==> config.mk <==
export PLATFORM = sky130hd
export DESIGN_NAME = lfsr_stream_gen
export DESIGN_NICKNAME = d
export VERILOG_FILES = /design/src/rtl/lfsr_stream_gen.sv
export SDC_FILE = /design/constraint.sdc
export NUM_CORES = 1
export LEC_CHECK = 0
export CORE_MARGIN = 2
export CORE_UTILIZATION = 46
export DETAILED_ROUTE_END_ITERATION = 10
export GPL_TIMING_DRIVEN = 1
export HOLD_SLACK_MARGIN = 0.1
export PLACE_DENSITY = 0.83
export REMOVE_ABC_BUFFERS = 1
export SLEW_MARGIN = 40
export SYNTH_ARGS = -nofsm -noshare
export SYNTH_HDL_FRONTEND = slang
export SYNTH_SLANG_ARGS = --single-unit
==> constraint.sdc <==
create_clock -name clk -period 2.5 [get_ports clk]
set_clock_uncertainty 0.2 [all_clocks]
set_input_delay 0.375 -clock clk [delete_from_list [all_inputs] [get_ports clk]]
set_output_delay 0.375 -clock clk [all_outputs]
set_load 0.01 [all_outputs]
==> src/rtl/lfsr_stream_gen.sv <==
// lfsr_stream_gen: parametrised Fibonacci/Galois LFSR with seed load, a sticky
// lockup detector and a valid/ready word-stream output (first bit in the MSB).
// Optional build macro LFSR_PERIOD_EN adds period_len/period_hit outputs that
// measure the number of steps taken to return to the last loaded seed.
module lfsr_stream_gen #(
   parameter int unsigned      WIDTH = 17,
   parameter logic [WIDTH-1:0] TAPS  = 17'h12000,
   parameter logic [WIDTH-1:0] SEED  = 17'h00001,
   parameter int unsigned      OUT_W = 8,
   parameter bit               MODE  = 1'b0
) (
   input  logic             clk,
   input  logic             rst_n,
   input  logic             en,
   input  logic             seed_load,
   input  logic [WIDTH-1:0] seed_in,
   output logic             out_valid,
   input  logic             out_ready,
   output logic [OUT_W-1:0] out_data,
   output logic [WIDTH-1:0] state_q,
`ifdef LFSR_PERIOD_EN
   output logic             lockup,
   output logic [WIDTH-1:0] period_len,
   output logic             period_hit
`else
   output logic             lockup
`endif
);

   localparam int unsigned    CNT_W    = (OUT_W > 1) ? $clog2(OUT_W) : 1;
   localparam logic [CNT_W-1:0] CNT_LAST = CNT_W'(OUT_W - 1);

   typedef enum logic [1:0] {
      IDLE = 2'd0,
      RUN  = 2'd1,
      HOLD = 2'd2
   } fsm_t;

   fsm_t             fsm_q;
   logic [WIDTH-1:0] lfsr_q;
   logic [OUT_W-1:0] word_q;
   logic [CNT_W-1:0] cnt_q;
   logic             valid_q;
   logic             lockup_q;

   logic [WIDTH-1:0] step_d;
   logic [OUT_W-1:0] word_d;
   logic [WIDTH-1:0] seed_d;
   logic             step_fire;

   // One LFSR advance; the bit leaving the register is state[WIDTH-1] in both forms.
   function automatic logic [WIDTH-1:0] lfsr_step(input logic [WIDTH-1:0] s);
      logic [WIDTH-1:0] r;
      if (MODE) begin
         r = {s[WIDTH-2:0], 1'b0} ^ (s[WIDTH-1] ? TAPS : '0);
      end else begin
         r = {s[WIDTH-2:0], ^(s & TAPS)};
      end
      return r;
   endfunction

   // Next-state values shared by the FSM and the optional period counter.
   always_comb begin
      step_d    = lfsr_step(lfsr_q);
      word_d    = (word_q << 1) | OUT_W'(lfsr_q[WIDTH-1]);
      seed_d    = (seed_in == '0) ? SEED : seed_in;
      step_fire = (fsm_q == RUN) && !seed_load && en && (lfsr_q != '0);
   end

   // Control FSM, LFSR state, word packer and lockup flag; seed_load overrides everything.
   always_ff @(posedge clk or negedge rst_n) begin
      if (!rst_n) begin
         fsm_q    <= IDLE;
         lfsr_q   <= SEED;
         word_q   <= '0;
         cnt_q    <= '0;
         valid_q  <= 1'b0;
         lockup_q <= 1'b0;
      end else if (seed_load) begin
         fsm_q    <= IDLE;
         lfsr_q   <= seed_d;
         word_q   <= '0;
         cnt_q    <= '0;
         valid_q  <= 1'b0;
         lockup_q <= 1'b0;
      end else begin
         case (fsm_q)
            IDLE: begin
               if (en) begin
                  fsm_q <= RUN;
               end
            end
            RUN: begin
               if (lfsr_q == '0) begin
                  // Stuck register: recover from SEED without stepping; bit count is kept.
                  lockup_q <= 1'b1;
                  lfsr_q   <= SEED;
               end else if (step_fire) begin
                  lfsr_q <= step_d;
                  word_q <= word_d;
                  if (cnt_q == CNT_LAST) begin
                     cnt_q   <= '0;
                     valid_q <= 1'b1;
                     fsm_q   <= HOLD;
                  end else begin
                     cnt_q <= cnt_q + CNT_W'(1);
                  end
               end
            end
            HOLD: begin
               if (out_ready) begin
                  valid_q <= 1'b0;
                  fsm_q   <= en ? RUN : IDLE;
               end
            end
            default: begin
               fsm_q <= IDLE;
            end
         endcase
      end
   end

   assign out_valid = valid_q;
   assign out_data  = word_q;
   assign state_q   = lfsr_q;
   assign lockup    = lockup_q;

`ifdef LFSR_PERIOD_EN
   logic [WIDTH-1:0] seed_q;
   logic [WIDTH-1:0] pcnt_q;
   logic [WIDTH-1:0] plen_q;
   logic             phit_q;

   // Step counter that reports its value whenever the register returns to the loaded seed.
   always_ff @(posedge clk or negedge rst_n) begin
      if (!rst_n) begin
         seed_q <= SEED;
         pcnt_q <= '0;
         plen_q <= '0;
         phit_q <= 1'b0;
      end else begin
         phit_q <= 1'b0;
         if (seed_load) begin
            seed_q <= seed_d;
            pcnt_q <= '0;
         end else if (step_fire) begin
            if (step_d == seed_q) begin
               phit_q <= 1'b1;
               plen_q <= pcnt_q + WIDTH'(1);
               pcnt_q <= '0;
            end else begin
               pcnt_q <= pcnt_q + WIDTH'(1);
            end
         end
      end
   end

   assign period_len = plen_q;
   assign period_hit = phit_q;
`endif

endmodule

==> qor.yml <==
yosysSeqAreaShare_pct: 49.4
drc: 0
cp_cell_sequence: "nor4_2 -> nand3_2 -> o31ai_2 -> buf_4 -> nor2_1 -> a21oi_1"
place_area_sq_um: 2160
slew_viol_final: 0
cp-start-kind: "flip-flop"
grt_usage_pct: 21.2
critPathArrivalTime_ns: 2.25
async_reset_ff_share_pct: 100
fin_nets: 239
synthFlopType: "dfrtp_1"
io_buffers: 48
critPathMaxFanout: 18
ios: 49
crit_buf_inv: 1
numPlacedInstances: 254
netlist.area_leader.share_pct: 47.8
gr-total-overflow: 0
fin_crit_sh_pct: 87.9
grt_pass1_wl_um: 6660
final_area_sq_um: 2260
slowest_stage: "o31ai_2"
grt_max_degree: 33
wl_per_cell_um: 15.1
syn_avg_cell_area_sq_um: 9.96
ctsHoldBuffers: 0
synth-seq-cells: 32
first_pass_iters: 4
ctsHtreeMaxLevel: 2
fill_cells: 296
hold_viol: 0
core_sq_um: 3360
worstSetupPathType: "flip-flop to flip-flop"
layout-drive-gt1-share_pct: 10.6
instances_no_fill: 262
grt_pass1_vias: 1509
start_util_pct: 48.3
synth_cell_types: 33
end_kind: "flip-flop"
tightest_slew_ns: 0.519
power_density_nw_per_um2: 590
place.gp.congestion: 0.813
fin_crit_ns: 2.20
syn_inst: 163
finalSetupTns_ns: 0
post-cts-setup-buffer-count: 0
postCtsResizedCells: 0
hp-class: "input port to async pin"
cts_buffers: 5
antenna_cells: 0
fin_ws_ns: 0.301
rsz0062_at_grt: "false"
p_leak_nw: 0.925
routed_wl_um: 3950
die-width_um: 63.4
dp.final_hpwl_um: 2910
holdWs_ns: 0.238
areaGrowthSynthToFinish_pct: 39.2
yosys-top-cells-area: "dfrtp_1, mux2i_1, a21oi_1, nand3b_1, nor2_1"
critPathRequiredTime_ns: 2.56
antenna_found_initial: 0
fmax_mhz: 455
clock_sinks: 32
dr_total_vias: 1434
antenna_left: 0
clkTransAtPathRegs_ns: 0.10
drtIter0Drc: 99
dpl_worst_slack_ns: 0.291
die_h_um: 63.4
num_rows: 21
cp_slowest_stage_delay_ns: 0.50
synth_top_area_cell: "dfrtp_1"
status: "finished clean"
fin_util_pct: 67.2
cts_tree: "yes"
yosysWarnings: 0
netlist_area_sq_um: 1620
dieArea_sq_um: 4020
setup_violations: 0
maxCapViolations: 0
clockBufferDepth: 2
clock_latency_ns: 0.34
synth-edff-count: 0
power_mw: 1.33
clock-root-buffer: "clkbuf_4"
ir_drop_mv: 0.352
vias_per_cell: 5.47
crit_family: "compound AO/OA/AOI/OAI gates"
maxSlewHeadroom_pct: 65.2
==> path summary, 6_finish.rpt <==
path / startpoint / to / slack, ns / cells after the start
setup / recovery: state_q[8] / state_q[10] / 0.30 / 6
hold / removal: rst_n / out_data[6] / 0.24 / 2
setup reg to reg: state_q[8] / state_q[10] / 0.30 / 6
hold reg to reg: fsm_q[1] / out_valid / 0.33 / 1
max in group asynchronous: rst_n / state_q[0] / 1.53 / 2
min in group clk: fsm_q[1] / out_valid / 0.33 / 1
==> cell usage after synthesis, drive strengths merged (2+ instances only) <==
| master | count |
|---|---|
| nor4 | 7 |
| nand3b | 10 |
| clkbuf | 4 |
| o221a | 2 |
| o211a | 2 |
| ha | 2 |
| nor2 | 20 |
| nand3 | 2 |
| buf | 5 |
| nand2b | 3 |
| inv | 12 |
| dfrtp | 31 |
| mux2i | 13 |
| o21ai | 14 |
| o31ai | 3 |
| nand2 | 6 |
| a21oi | 16 |
==> layout by cell type, fill, tap and decap left out, types with 3 or more instances in the layout <==
cell and n:
clkdlybuf4s50_1 48, dfrtp_1 31, nor2_1 20, a21oi_1 16, o21ai_0 14, mux2i_1 13
inv_1 12, nand3b_1 10, nand2_1 6, buf_4 6, nor4_1 5, clkbuf_4 5
nand2b_1 3
==> cell type report <==
cell class	count	area, sq um	area share, %
inverter	12	45.0	1.99
timing repair buffer	54	526	23.3
tap	46	57.6	2.55
multi-input combinational	110	733	32.5
clock buffer	7	65.1	2.88
sequential	32	802	35.5
clock inverter	1	30.0	1.33
==> power by group <==
| group | internal [mW] | switching, mW | total (mW) |
|---|---|---|---|
| registers | 0.562 | 0.0578 | 0.620 |
| logic | 0.151 | 0.116 | 0.267 |
| clock network | 0.265 | 0.179 | 0.445 |
==> worst register-to-register path, cell delays in order (launching register included) <==
cell     delay, ns
dfrtp_1       0.44
nor4_2        0.33
nand3_2       0.15
o31ai_2       0.50
buf_4         0.32
nor2_1        0.06
a21oi_1       0.12
==> logic make-up after synthesis <==
group                      after synthesis  synth area share [%]
adders and majority gates                2                  1.54
buffers and inverters                   21                  5.40
and+or+nand+nor                         53                  18.9
AOI/OAI and AO/OA                       41                  16.2
xor gates and xnor gates                 1                 0.540
DFF                                     32                  49.4
muxes                                   13                  8.02
==> layer usage <==
metal	vias to the layer above	part of all wire, %	global-route usage (%)
met4	0	1.4	7.34
met5	-	0	0
met3	6	6.0	6.25
met2	54	50	37.2
li1	684	-	-
met1	690	43	24.5
==> state kept, by name, indices dropped and copies added (netlist names) <==
register,flops
cnt_q,3
fsm_q,2
lockup,1
out_data,8
out_valid,1
state_q,17
(Power assumes the default switching activity.)
